`src/rtl/buffer_loader_4_16.sv`:
```
// Fills the 4x16-byte window buffer from word-addressed memory, one 32-bit word per ld.
// Latency: 3 cycles per word with 1-cycle memory response, plus 1 DONE cycle; each extra wait cycle adds 1 per word.
// Backpressure: one outstanding read; stalls in WAIT until mem_valid, start ignored while busy.
// Ports: start/mode/col_sel/base_addr from the convolution controller; mem_rd/mem_addr/mem_rdata/mem_valid
//   to the memory read port; ld/row/col/data to the window buffer load interface; busy/done status.
module buffer_loader_4_16 #(
  parameter int ADDR_W     = 16,
  parameter int ROW_STRIDE = 4
) (
  input  logic              clk,
  input  logic              rst,
  input  logic              start,
  input  logic              mode,
  input  logic [1:0]        col_sel,
  input  logic [ADDR_W-1:0] base_addr,
  output logic              mem_rd,
  output logic [ADDR_W-1:0] mem_addr,
  input  logic [31:0]       mem_rdata,
  input  logic              mem_valid,
  output logic              ld,
  output logic [1:0]        row,
  output logic [1:0]        col,
  output logic [31:0]       data,
  output logic              busy,
  output logic              done
);

  typedef enum logic [2:0] {
    IDLE  = 3'd0,
    REQ   = 3'd1,
    WAIT  = 3'd2,
    WRITE = 3'd3,
    DONE  = 3'd4
  } state_t;

  state_t            state_q, state_d;
  logic [ADDR_W-1:0] base_q;
  logic              mode_q;
  logic              last_word;
  logic [ADDR_W-1:0] word_addr;

  // Column refill walks down the rows of one column group; full load walks
  // column groups first, then rows.
  assign last_word = mode_q ? (row == 2'd3) : ((row == 2'd3) && (col == 2'd3));

  // Address arithmetic is intentionally modulo 2^ADDR_W so a window near the
  // top of memory wraps to the bottom.
  assign word_addr = base_q + ADDR_W'(ROW_STRIDE) * ADDR_W'(row) + ADDR_W'(col);

  always_ff @(posedge clk or negedge rst) begin
    if (!rst) begin
      state_q <= IDLE;
    end else begin
      state_q <= state_d;
    end
  end

  always_ff @(posedge clk or negedge rst) begin
    if (!rst) begin
      base_q <= '0;
      mode_q <= 1'b0;
      row    <= 2'd0;
      col    <= 2'd0;
      data   <= 32'd0;
    end else begin
      case (state_q)
        IDLE: begin
          if (start) begin
            base_q <= base_addr;
            mode_q <= mode;
            row    <= 2'd0;
            col    <= mode ? col_sel : 2'd0;
          end
        end
        WAIT: begin
          if (mem_valid) begin
            data <= mem_rdata;
          end
        end
        WRITE: begin
          // Indices stay on the last word so row/col keep showing it after ld.
          if (!last_word) begin
            if (mode_q) begin
              row <= row + 2'd1;
            end else begin
              col <= col + 2'd1;
              if (col == 2'd3) begin
                row <= row + 2'd1;
              end
            end
          end
        end
        default: ;
      endcase
    end
  end

  always_comb begin
    state_d  = state_q;
    mem_rd   = 1'b0;
    mem_addr = '0;
    ld       = 1'b0;
    busy     = 1'b1;
    done     = 1'b0;
    case (state_q)
      IDLE: begin
        busy = 1'b0;
        if (start) begin
          state_d = REQ;
        end
      end
      REQ: begin
        mem_rd   = 1'b1;
        mem_addr = word_addr;
        state_d  = WAIT;
      end
      WAIT: begin
        if (mem_valid) begin
          state_d = WRITE;
        end
      end
      WRITE: begin
        ld      = 1'b1;
        state_d = last_word ? DONE : REQ;
      end
      DONE: begin
        done    = 1'b1;
        state_d = IDLE;
      end
      default: begin
        busy    = 1'b0;
        state_d = IDLE;
      end
    endcase
  end

endmodule

```
`config.mk`:
```
export PLATFORM = sky130hd
export DESIGN_NAME = buffer_loader_4_16
export DESIGN_NICKNAME = d
export VERILOG_FILES = /design/src/rtl/buffer_loader_4_16.sv
export SDC_FILE = /design/constraint.sdc
export NUM_CORES = 1
export LEC_CHECK = 0
export BUFFER_PORTS_ARGS = -buffer_cell sky130_fd_sc_hd__buf_2
export CAP_MARGIN = 25
export CELL_PAD_IN_SITES_DETAIL_PLACEMENT = 0
export CELL_PAD_IN_SITES_GLOBAL_PLACEMENT = 1
export CORE_ASPECT_RATIO = 0.8
export CORE_MARGIN = 2
export CORE_UTILIZATION = 36
export CTS_CLUSTER_SIZE = 8
export DETAILED_ROUTE_END_ITERATION = 8
export PLACE_DENSITY_LB_ADDON = 0.3
export SYNTH_ARGS = -nofsm -noshare
export SYNTH_HDL_FRONTEND = slang
export SYNTH_SLANG_ARGS = --single-unit
```
`constraint.sdc`:
```
create_clock -name clk -period 3.1 [get_ports clk]
set_clock_uncertainty 0.15 [all_clocks]
set_input_delay 0.62 -clock clk [delete_from_list [all_inputs] [get_ports clk]]
set_output_delay 0.62 -clock clk [all_outputs]
set_load 0.03 [all_outputs]
```
# [Yosys cells after proc, flatten, opt, wreduce, memory -nomap -nowiden]
# Cells that the tools add are included.
[op_classes] addsub=4 reduce_logical=9 eq_ne=11 muxes=20
[op_table] cell="$add 16x2->16" n=1
[op_table] cell="$add 16x4->16" n=1
[op_table] cell="$mux 16" n=1
[op_table] cell="$mux 2" n=8
[op_table] cell="$pmux 3 s4" n=1
[op_table] cell="$mux 3" n=3
[op_table] cell="$ne 2x2->1 const B" n=4
[op_table] cell="$pmux 2 s2" n=2
[op_table] cell="$reduce_and 4->1" n=2
[op_table] cell="$eq 3x2->1 const B" n=2
[op_table] cell="$reduce_and 2->1" n=3
[op_table] cell="$mux 1" n=5
[op_table] cell="$add 2x1->2 const B" n=2
[op_table] cell="$eq 2x2->1 const B" n=2
[op_table] cell="$reduce_or 4->1" n=1
[op_table] cell="$eq 3x1->1 const B" n=1
[op_table] cell="$eq 3x3->1 const B" n=1
[op_table] cell="$logic_not 3->1" n=1
[op_table] cell="$ne 3x3->1 const B" n=1
[op_table] cell="$reduce_bool 2->1" n=1
[op_table] cell="$logic_and 1x1->1" n=1
[totals] out_inout_bits=56 input_bits=55 register_bits=56 wordCells=50

# [Depth between registers and ports, before layout]
# Gate-level depths: netlist (run 1).
[logic_depth] word_depth=5 ltp_mapped=7 ltp_nobuf=7

# [Worst setup path after synthesis (run 1)]
# Ideal clock, no wire load.
[synth_path] path_type="register to output" from="reg col[0]" to="out mem_addr[10]" t_required_ps=2330 stages_incl_launch_ff=8 slack_ps=-114 arrival_ps=2444 n_path_buf=0 cell_sequence="dfrtp_1 -> ha_1 -> inv_1 -> fa_1 -> nand2b_1 -> a21o_1 -> or3_1 -> a21oi_1"
[synth_between] elab_chain_len=2
[synth_rtl] item="start, declared" line_no="22" text="output logic [1:0] col,"
[synth_rtl] item="start signal, assigned" line_no="72" text="col <= mode ? col_sel : 2'd0;"
[synth_rtl] item="start signal, assigned" line_no="86" text="col <= col + 2'd1;"
[synth_rtl] item="$add 16x2->16" line_no="48" text="assign word_addr = base_q + ADDR_W'(ROW_STRIDE) * ADDR_W'(row) + ADDR_W'(col);"
[synth_rtl] item="$mux 16" line_no="105" text="case (state_q)"
[synth_rtl] item="end, declared" line_no="17" text="output logic [ADDR_W-1:0] mem_addr,"
# Every way passes these cells.

# [Worst setup path after layout (run 1)]
[layout_path] from="reg col[0]" to="out mem_addr[14]"
# Same word-level chain as after synthesis.

==> metrics list, run 1 <==
- Flop-to-flop setup slack: 1150 ps
- Placed wire-length estimate after detailed placement: 4.79 mm
* Worst setup path endpoint: mem_addr[14]
- Antenna Diode Count: 0
- After floorplanning, the core was sized to cover 7360 sq um.
- Primary flip-flop cell chosen by synthesis mapping: sky130_fd_sc_hd__dfrtp_1
* Data required time at the worst endpoint: 2330 ps
- Timing startpoint of the critical path: col[0]
- The max-slew violation total from the final report was 0.
* H-Tree Depth: 2
- Overall power consumption after layout is estimated at 4.00 mW.
* Number of buffers added on ports: 110
* Root Driver: sky130_fd_sc_hd__clkbuf_8
* Min cycle time layout: 3090 ps
- Total non-filler cell area in the finished layout: roughly 3700 sq um
* Worst setup margin: between 10 and 15 ps
- Data arrival time of the critical path: 2320 ps
- Dominant cell by count in the synthesized netlist: sky130_fd_sc_hd__dfrtp_1
- Hold WC Path Type: input pin to asynchronous set/reset pin
* Static Leakage: roughly 1.8 nW
- Total number of nets in the final design: 442
- Pre-CTS setup slack: 62.2 ps
- Post-route clock period utilization: 99.6%
- Total area of sequential cells: 1400 sq um
- IO Pins: 111
- Summing every instance area after synthesis gives 2730 sq um.
- Final setup vio count: 0
* Top post-synthesis cells by area: sky130_fd_sc_hd__dfrtp_1 (51%), sky130_fd_sc_hd__mux2_2 (12%), sky130_fd_sc_hd__nand2_1 (7.6%), sky130_fd_sc_hd__ha_1 (2.8%), sky130_fd_sc_hd__o21ai_0 (2.4%)
- Entering global routing, the biggest net connects 33 pins.
- Register bit count reported by yosys: 56
* Share of total power in the clock network: ~10%
* Proportion of synthesized flip-flops having asynchronous set or reset: 100%
- Number of hold-repair buffers added at the cts stage: 0
- Across every metal layer, demand over resource in global routing totals 15.7%.
* Synth Area per Inst: 10.5 sq um
* Overall via count from detail_route: 2322
* Critical path capture point type: output pin
- The synthesized netlist contains 41 unique library cells.
- Height of the die: 81.9 microns
- The routed design has roughly 6.6 mm of wire.
* PwrDens: 1090 nW/um^2
- Area growth from synthesis to layout: 34.4%
- Switching power: 1.89 mW
- For this configuration, the core starts out at a cell density of 37.1%.
* Initial DRC Count: 43
- First-pass iteration count of the detailed router: 4
- The synthesized design spends more area on one cell type than any other, namely sky130_fd_sc_hd__dfrtp_1.
* Post-DRT Antenna Nets: 0
- VDD sags by at most around 0.44 mV.
- Cells with a size suffix above 1 make up 49.3% of the layout.
* Crit path launch type: flop
- Clock-pin slew was measured on the worst setup and hold paths at around 110 ps.
- Via count of the first global-routing pass: about 2200
* Area share of the leading cell type in the synthesized netlist: 51.4%
- The endpoint identified for the worst register-to-register timing path is row[0].
- The clock reaches the later pin of the worst-skew pair after 310 ps.
- Fill cells: 713
* Sum of overflow across all layers after global routing: 0
* Sequential share of power: 33.5%
- Total die area: 8290 sq um
- The number of nets in the synthesized netlist is 322.
- From left edge to right edge, the die measures 101 microns.
- The internal power of the cells totals approximately 2.1 mW.
* Number of maximum-capacitance constraint violations: 0
* Clk sinks: between 50 and 60
- The placed instances occupy a cell area of 3400 sq um.
- The congestion estimate from routability-driven global placement came to 0.807.
- Unrepaired setup endpoints after global routing: true
- The flow ran to the end, and the final reports show no timing, DRC or antenna violations.
* Inserted Clock Buffers: 5
- Cell depth of the worst flop-to-flop path: 4
- After detailed routing, the average wire length per cell comes to approximately 14 microns.
* Final Hold Fails: 0
- The first global-routing pass estimated 10.2 mm of wire.
* Slew of the pin with the lowest slew margin: 723 ps
- Synthesis produced a netlist whose cell count is 260.
- Crit path max fanout: 7
* Antenna violations before repair: 0
- Clock tree from TritonCTS: done
* Fraction of power consumed by combinational cells: 56.2%
* Footprint of the multi-input gates: 1330 sq um
* Number of enable-type register cells in the synthesized netlist: 0
- Row count: 28
- The clock passes through at most 2 buffers.
- Sorting the synthesized cells by how often they occur yields sky130_fd_sc_hd__dfrtp_1 (56), sky130_fd_sc_hd__nand2_1 (55), sky130_fd_sc_hd__mux2_2 (30).
* Synth warnings: 0
- Based on the critical path, the design can be clocked at up to 324 MHz.
- Fraction of the yosys area taken by sequential cells: 51.4%
* DRC violations left: 0
- Worst reg2reg path startpoint: state_q[2]
- Worst Setup Path Type: flop to output pin
- Headroom to the max-slew limit came out at 51.8%.
* Via density: 4.93
* Sw Ratio: 47.3%
-- worst max-delay path, cell delays in order (launching register included) --
cell and delay, ps:
sky130_fd_sc_hd__dfrtp_1 380, sky130_fd_sc_hd__ha_2 200, sky130_fd_sc_hd__inv_2 40, sky130_fd_sc_hd__fa_2 340, sky130_fd_sc_hd__nand2b_4 150, sky130_fd_sc_hd__a21o_4 230
sky130_fd_sc_hd__or3_4 370, sky130_fd_sc_hd__a21oi_2 150, sky130_fd_sc_hd__buf_6 150
-- logic make-up (layout without fill, tap and decap cells) --
| kind of cell | after synthesis | after routing | share of synthesized area [%] |
|---|---|---|---|
| AO/OA/AOI/OAI | 40 | 40 | 8.81 |
| XOR/XNOR | 7 | 7 | 2.25 |
| adder cells (fa/ha/maj) | 7 | 7 | 3.49 |
| buffers and inverters | 20 | 141 | 3.62 |
| flip-flops | 56 | 56 | 51.4 |
| multiplexers | 33 | 33 | 13.6 |
| AND/OR/NAND/NOR | 97 | 97 | 16.9 |
-- flip-flops by register name (all words and copies together), names as in the netlist --
signal   flops
row          2
data        32
base_q      16
state_q      3
mode_q       1
col          2
-- worst min-delay path by stage --
stage,endpoint,slack (ps),cells past startpoint
global placement,data[6],310,1
global route,data[3],250,1
finish,mode_q,200,1
CTS,mode_q,220,1
detailed placement,base_q[0],320,2
floorplan,base_q[0],170,0
-- power groups by stage --
stage / Sequential [mW] / Clock, mW / Combinational [mW]
final: 1.34 / 0.413 / 2.25
after floorplan: 1.77 / 0 / 1.08
after detailed placement: 1.35 / 0 / 2.10
after global routing: 1.40 / 0.462 / 2.44
after global placement: 1.34 / 0 / 2.08
after CTS: 1.34 / 0.436 / 2.20
-- cell usage in the layout, fill, tap and decap left out, drive strengths merged, types with 5 or more instances in the layout --
master | Yosys | layout
a21oi | 13 | 13
buf | 7 | 126
clkbuf | 6 | 5
dfrtp | 56 | 56
ha | 6 | 6
inv | 7 | 8
mux2 | 32 | 32
nand2 | 55 | 55
nor2 | 15 | 15
o21ai | 14 | 14
or3 | 7 | 7
xnor2 | 5 | 5
-- timing repair --
action,CTS,global route
buffers inserted,4,4
pin swaps,8,7
gates cloned,0,1
endpoints found under the setup margin,8,10
hold endpoints to repair,0,0
resized for setup,15,14
-- metrics by stage --
step | hold slack, ps | instances | util [%] | setup TNS (ps)
floorplan | 174 | 260 | - | 0
global placement | 312 | 454 | 46.2 | 0
detailed placement | 321 | 454 | 46.2 | 0
CTS | 223 | 466 | 48.7 | -42.8
global route | 252 | 471 | 49.8 | -212
finish | 201 | 471 | 49.8 | 0
-- cell type report --
type / instances / area share (%)
multi-input cells: 184 / 36.4
flip-flops and latches: 56 / 38.3
repair buffers: 126 / 19.1
well taps: 90 / 3.07
clock inverters: 3 / 0.615
inverters: 7 / 0.717
clock buffers: 5 / 1.88
-- per-layer routing --
layer  up-vias  GRT usage (%)  wire, microns
li1       1143              -              -
met1      1110           21.8           3120
met2        65           24.6           3020
met3         4           3.66            352
met4         0           4.32             55
met5         -              0              0
(Power assumes the default switching activity.)
==> run 2, diff against run 1 <==
==> constraint.sdc (replaced) <==
create_clock -name clk -period 3.1 [get_ports clk]
set_clock_uncertainty 0.15 [all_clocks]
set_input_delay 0.155 -clock clk [delete_from_list [all_inputs] [get_ports clk]]
set_output_delay 0.155 -clock clk [all_outputs]
set_load 0.03 [all_outputs]
==> metrics list, run 2 (synthesized netlist as in run 1, its figures left out) <==
- The estimated wirelength of the detail-placed design is 4.72 mm (was 4.79 mm).
* Maximum number of pins on one net before global-route repair: 37 (was 33)
- The register bank with the most flops is data (unchanged).
* Global-route usage over all layers: 17.2% (was 15.7%)
* Antenna Diode Count: 0 (unchanged)
- The post-CTS setup repair buffer count is 0 (was 4).
* IO Pins: 111 (unchanged)
- Height of the die: 81.9 microns (unchanged)
- The deepest level of the CTS H-tree is 2 (unchanged).
* Number of hold-repair buffers added at the cts stage: 50 (was 0)
- Cell with the largest stage delay on the worst path: sky130_fd_sc_hd__dfrtp_1 (unchanged)
- The maximum fanout along the worst path came to 7 (unchanged).
- Final total negative setup slack: 0 ps (unchanged)
- The vias per cell was 4.70 (was 4.93).
* Status: complete, no violations (unchanged)
- The clock tree from TritonCTS is done (unchanged).
- Top library cells by usage in the layout, fill and taps aside: sky130_fd_sc_hd__buf_2 (110), sky130_fd_sc_hd__dfrtp_1 (56), sky130_fd_sc_hd__nand2_1 (55), sky130_fd_sc_hd__dlygate4sd3_1 (50), sky130_fd_sc_hd__mux2_2 (30) (was sky130_fd_sc_hd__buf_2 (105), sky130_fd_sc_hd__nand2_1 (55), sky130_fd_sc_hd__dfrtp_1 (55), sky130_fd_sc_hd__mux2_2 (30), sky130_fd_sc_hd__buf_4 (17)).
- Min cycle time layout: 2870 ps (was 3090 ps)
* Worst Setup Path Type: flop to output pin (unchanged)
* Inserted Clock Buffers: 5 (unchanged)
- The transition at the pin with the smallest max-transition slack is 835 ps (was 723 ps).
* Largest register FFs: 32 (unchanged)
- The clock tree buffer depth is 2 (unchanged).
- Delay contributed by the slowest stage of the critical path: 440 ps (was 380 ps)
- The power density over the cells came to 975 nW/um^2 (was 1090 nW/um^2).
* Total number of nets in the final design: 481 (was 442)
- Final setup vio count: 0 (unchanged)
* Overall via count from detail_route: 2395 (was 2322)
* Sum of overflow across all layers after global routing: 0 (unchanged)
- The critical path's top delay family is adder cells (unchanged).
- Max-slew violation count: 0 (unchanged)
* Data required time at the worst endpoint: 2790 ps (was 2330 ps)
- The core box area was 7360 sq um (unchanged).
* Clock latency of the later-clocked register in the worst-skew pair: 300 ps (was 310 ps)
- The number of design rule violations left after detail routing was 0 (unchanged).
- The total number of clock tree sinks was 56 (unchanged).
- Number of maximum-capacitance constraint violations: 0 (unchanged)
* Overall die width: 101 microns (unchanged)
* Unrepaired setup endpoints after global routing: false (was true)
* Via count of the first global-routing pass: 2406 (was 2210)
* Hold WC Path Type: input pin to flop (was input pin to asynchronous set/reset pin)
* Data arrival time of the critical path: 2560 ps (was 2320 ps)
- Drt wl/cell: 13.4 microns (was 13.9 microns)
- The reported leakage power was 1.93 nW (was 1.79 nW).
- Clock slew seen by the registers of the worst setup and hold paths: 110 ps (about the same)
- The starting density of the core is 37.1% (unchanged).
- The endpoint class of the critical path is an output pin (unchanged).
- The area growth from synthesis to layout is 45.2% (was 34.4%).
* Most common cell after layout, fill and taps aside: sky130_fd_sc_hd__buf_2 (unchanged)
* Antenna violations before repair: 0 (unchanged)
- The total iterations of the first detailed-routing run is 4 (unchanged).
- The share of layout cells above drive strength 1 was 37.9% (was 49.3%).
- Post-route clock period utilization: 92.5% (was 99.6%)
- The number of buffers and inverters on the critical path was 2 (unchanged).
- The worst-case headroom to the max-slew limit is 44.3% (was 51.8%).
- Initial DRC Count: 84 (was 43)
* Largest regs: data: 32 flops, base_q: 16 flops, state_q: 3 flops (unchanged)
* Post-DRT Antenna Nets: 0 (unchanged)
* Total wirelength of the detailed-routed design: 6.81 mm (was 6.55 mm)
- Final Hold Fails: 0 (unchanged)
- Final weighted congestion of routability-driven global placement: 0.810 (was 0.807)
* Worst path cell trace: ha_1 > inv_1 > fa_1 > nand2b_1 > a21o_1 > or3_1 > a21oi_1 > buf_2 (was ha_2 > inv_2 > fa_2 > nand2b_4 > a21o_4 > or3_4 > a21oi_2 > buf_6)
* IR Drop Worst-Case VDD: 0.449 mV (was 0.437 mV)
* Highest clock rate: 349 MHz (was 324 MHz)
- Total die area: 8290 sq um (unchanged)
- The number of gates given a new drive strength after cts came to 0 (was 15).
- Global-route wire length before repair: 11.3 mm (was 10.2 mm)
- Crit path launch type: flop (unchanged)
* Row count: 28 (unchanged)
- The number of buffers added on ports is 110 (unchanged).
* Total power: 3.86 mW (was 4.00 mW)
* Root Driver: sky130_fd_sc_hd__clkbuf_8 (unchanged)
## run 2: cell types whose count changed in the layout (fill, tap and decap cells not counted), sizes merged
cell,before,now
dlygate4sd3,0,50
clkinvlp,0,1
buf,126,115
clkinv,2,1
## run 2: final timing paths
kind,to,cells after the start,slack (ps),from
worst max-delay path,mem_addr[12],8,230,col[0]
worst min-delay path,col[1],5,40,col_sel[1]
worst max register to register,col[0],3,1010,state_q[2]
worst min register to register,base_q[3],2,350,base_q[3]
max in group asynchronous,base_q[9],3,1760,rst
min in group asynchronous,data[5],2,350,rst
## run 2: cell type report
type | instances | area, sq um
clock buffers | 5 | 68.8
clock inverters | 3 | 21.3
well taps | 90 | 113
multi-input cells | 184 | 1240
flip-flops and latches | 56 | 1400
repair buffers | 165 | 1090
fillers | 660 | 3400
inverters | 7 | 26.3
## run 2: metrics by stage
step                      cells  worst slack [ps]  area, sq um  hold WS (ps)  utilization, %
after floorplan             260               351         2730          -291               -
after global placement      452               641         3370           142            45.8
after detailed placement    452               566         3370           152            45.8
after CTS                   510               192         3960          46.4            53.8
after global routing        510              23.3         3960          62.9            53.8
final                       510               233         3960          42.9            53.8
## run 2: metal layers
layer	global-route usage [%]	share of wire, %
met1	23.7	48
met2	28.7	47
met3	3.40	4.6
met4	2.84	0.40
met5	0	0
## run 2: worst min-delay path, cell delays in order
cell and delay, ps:
sky130_fd_sc_hd__buf_2 90, sky130_fd_sc_hd__nand2_1 50, sky130_fd_sc_hd__nand2_1 50, sky130_fd_sc_hd__o21ai_0 70, sky130_fd_sc_hd__a31oi_1 50
## run 2: power breakdown
group          switching, mW  leakage (nW)  total (mW)  internal (mW)
sequential             0.282         0.678        1.37           1.08
combinational           1.31          1.21        2.09          0.775
clock                  0.247        0.0445       0.408          0.161
==> run 3, diff against run 2 <==
Settings changed: CTS_CLUSTER_SIZE 8 to 20, RECOVER_POWER set to 25.
==> metrics list, run 3 (synthesized netlist as in run 1, its figures left out) <==
- Overall via count from detail_route: 2388 (was 2395)
- The power density over the cells is 971 nW/um^2 (was 975 nW/um^2).
* Buffer levels on the longest clock path: 2 (unchanged)
- The residual overflow from global routing is 0 (unchanged).
* Share of cells above drive strength 1: 29.8% (was 37.9%)
- The worst hold-check path type is input pin to flop (unchanged).
* Via density: 4.68 (was 4.70)
* Min cycle time layout: 2870 ps (about the same)
- The number of DRC markers after the initial detailed-route iteration came to 89 (was 84).
* Clock slew seen by the registers of the worst setup and hold paths: 110 ps (about the same)
- The final standard cell count with taps included and fillers excluded is 510 (unchanged).
- The final reports fail on capacitance limit, slew limit.
* Antenna Diode Count: 0 (unchanged)
- Root Driver: sky130_fd_sc_hd__clkbuf_8 (unchanged)
* Most common cell after layout, fill and taps aside: sky130_fd_sc_hd__buf_2 (unchanged)
- The reported leakage power came to 1.84 nW (was 1.93 nW).
* IR Drop Worst-Case VDD: 0.447 mV (was 0.449 mV)
- The total negative slack was 0 ps (unchanged).
- The cell count after placement was 452 (unchanged).
- Worst Setup Path Type: flop to output pin (unchanged)
- The worst-case headroom to the max-slew limit came to -32.7% (was 44.3%).
* Setup Fix Bufs, Post-CTS: 0 (unchanged)
- The kind of launch point of the worst setup path is a flop (unchanged).
* Total die area: 8290 sq um (unchanged)
- Worst path cell trace: ha_1 > inv_1 > fa_1 > nand2b_1 > a21o_1 > or3_1 > a21oi_1 > buf_2 (unchanged)
- The final number of hold-violating endpoints is 0 (unchanged).
- Area growth from synthesis to layout: 43.7% (was 45.2%)
* Global-route usage over all layers: 17.2% (unchanged)
* Largest regs: data: 32 flops, base_q: 16 flops, state_q: 3 flops (unchanged)
- H-Tree Depth: 2 (unchanged)
- Highest clock rate: 348 MHz (was 349 MHz)
* Crit path max fanout: 7 (unchanged)
- Row count: 28 (unchanged)
- The number of design rule violations left after detail routing was 0 (unchanged).
- Core footprint: 7360 sq um (unchanged)
- Status: finished, violations left (was complete, no violations)
- The transition at the pin with the smallest max-transition slack is 1990 ps (was 835 ps).
- The required time at the endpoint of the critical path was 2790 ps (about the same).
- Clock latency of the later-clocked register in the worst-skew pair: 300 ps (about the same)
- Register name with the most flops: data (unchanged)
- The final layout net count was 481 (unchanged).
* Post-DRT Antenna Nets: 0 (unchanged)
- First-pass iteration count of the detailed router: 4 (unchanged)
- Data arrival time of the critical path: 2570 ps (was 2560 ps)
- The endpoint class of the critical path is an output pin (unchanged).
* Delay contributed by the slowest stage of the critical path: 440 ps (about the same)
- The number of CTS-inserted buffers came to 5 (unchanged).
* Drt wl/cell: 13.4 microns (about the same)
- Number of buffers added on ports: 110 (unchanged)
- The post-route fraction of the period consumed by the critical path is 92.6% (was 92.5%).
* Final weighted congestion of routability-driven global placement: 0.810 (unchanged)
- Top library cells by usage in the layout, fill and taps aside: sky130_fd_sc_hd__buf_2 (76), sky130_fd_sc_hd__dfrtp_1 (56), sky130_fd_sc_hd__nand2_1 (55), sky130_fd_sc_hd__dlygate4sd3_1 (50), sky130_fd_sc_hd__clkbuf_1 (34) (was sky130_fd_sc_hd__buf_2 (110), sky130_fd_sc_hd__dfrtp_1 (56), sky130_fd_sc_hd__nand2_1 (55), sky130_fd_sc_hd__dlygate4sd3_1 (50), sky130_fd_sc_hd__mux2_2 (30))
- Clock tree from TritonCTS: done (unchanged)
* Cell Area, Placed: 3370 sq um (unchanged)
* Maximum number of pins on one net before global-route repair: 37 (unchanged)
- The total number of clock tree sinks came to 56 (unchanged).
* Initial core utilization: 37.1% (unchanged)
- Fill cells: 683 (was 660)
- Total wirelength of the detailed-routed design: 6.83 mm (was 6.81 mm)
- Number of maximum-capacitance constraint violations: 1 (was 0)
* Overall die width: 101 microns (unchanged)
- Antenna violations before repair: 0 (unchanged)
- Total non-filler cell area in the finished layout: 3920 sq um (was 3960 sq um)
* Global-route wire length before repair: 11.3 mm (unchanged)
- Max-slew violation count: 37 (was 0)
* Via count of the first global-routing pass: 2406 (unchanged)
- Unrepaired setup endpoints after global routing: false (unchanged).
- Largest register FFs: 32 (unchanged)
* Placed wire-length estimate after detailed placement: 4.72 mm (unchanged)
- The die span in y is 81.9 microns (unchanged).
- IO Pins: 111 (unchanged)
- Cell with the largest stage delay on the worst path: sky130_fd_sc_hd__dfrtp_1 (unchanged)
* Final setup vio count: 0 (unchanged)
- The number of gates given a new drive strength after cts is 0 (unchanged).
## run 3: cell types whose count changed in the layout (fill, tap and decap cells not counted), sizes merged
cell | before | now
clkbuf | 5 | 39
buf | 115 | 81
## run 3: layout make-up
class | count | area [sq um] | share of cell area (%)
sequential | 56 | 1400 | 35.8
multi-input combinational | 184 | 1240 | 31.7
timing repair buffer | 165 | 1050 | 26.7
inverter | 7 | 26.3 | 0.670
clock buffer | 5 | 68.8 | 1.76
clock inverter | 3 | 21.3 | 0.543
tap | 90 | 113 | 2.87
## run 3: final timing paths
path | startpoint | depth (start not counted) | to | slack (ps)
min in group asynchronous | rst | 2 | data[18] | 810
max | col[0] | 8 | mem_addr[12] | 230
min reg2reg | base_q[3] | 2 | base_q[3] | 350
max in group asynchronous | rst | 2 | base_q[7] | 840
max reg2reg | state_q[2] | 3 | col[0] | 1010
min | col_sel[1] | 5 | col[1] | 50
## run 3: worst max-delay path: cells and delay by family, from the launching register on
kind | cells | cell delay (ps)
compound gates | 2 | 390
fa+ha+maj | 2 | 590
buf+inv | 2 | 270
flops | 1 | 440
simple gates | 2 | 570
## run 3: layer usage
| metal | share of wire (%) | up-vias | track usage, % |
|---|---|---|---|
| li1 | - | 1208 | - |
| met1 | 48 | 1113 | 23.7 |
| met2 | 47 | 63 | 28.7 |
| met3 | 4.6 | 4 | 3.40 |
| met4 | 0.63 | 0 | 2.84 |
| met5 | 0 | - | 0 |
## run 3: stage by stage
step                utilization (%)  power, mW  setup slack [ps]  hold slack (ps)
global route                   53.3       4.13              23.3             62.9
CTS                            53.8       3.91               192             46.4
global placement               45.8       3.40               641              142
floorplan                         -       2.84               351             -291
finish                         53.3       3.80               228             48.5
detailed placement             45.8       3.44               566              152
## run 3: repair_timing
action / in CTS / in global routing
setup endpoints to repair: 0 / 0
hold buffers: 50 / 0
endpoints found under the hold margin: 83 / 0
## run 3: power breakdown
| group | leakage [nW] | internal (mW) | switching [mW] |
|---|---|---|---|
| Sequential | 0.678 | 1.08 | 0.287 |
| Clock | 0.0445 | 0.161 | 0.247 |
| Combinational | 1.11 | 0.710 | 1.31 |
| Total | 1.84 | 1.96 | 1.85 |
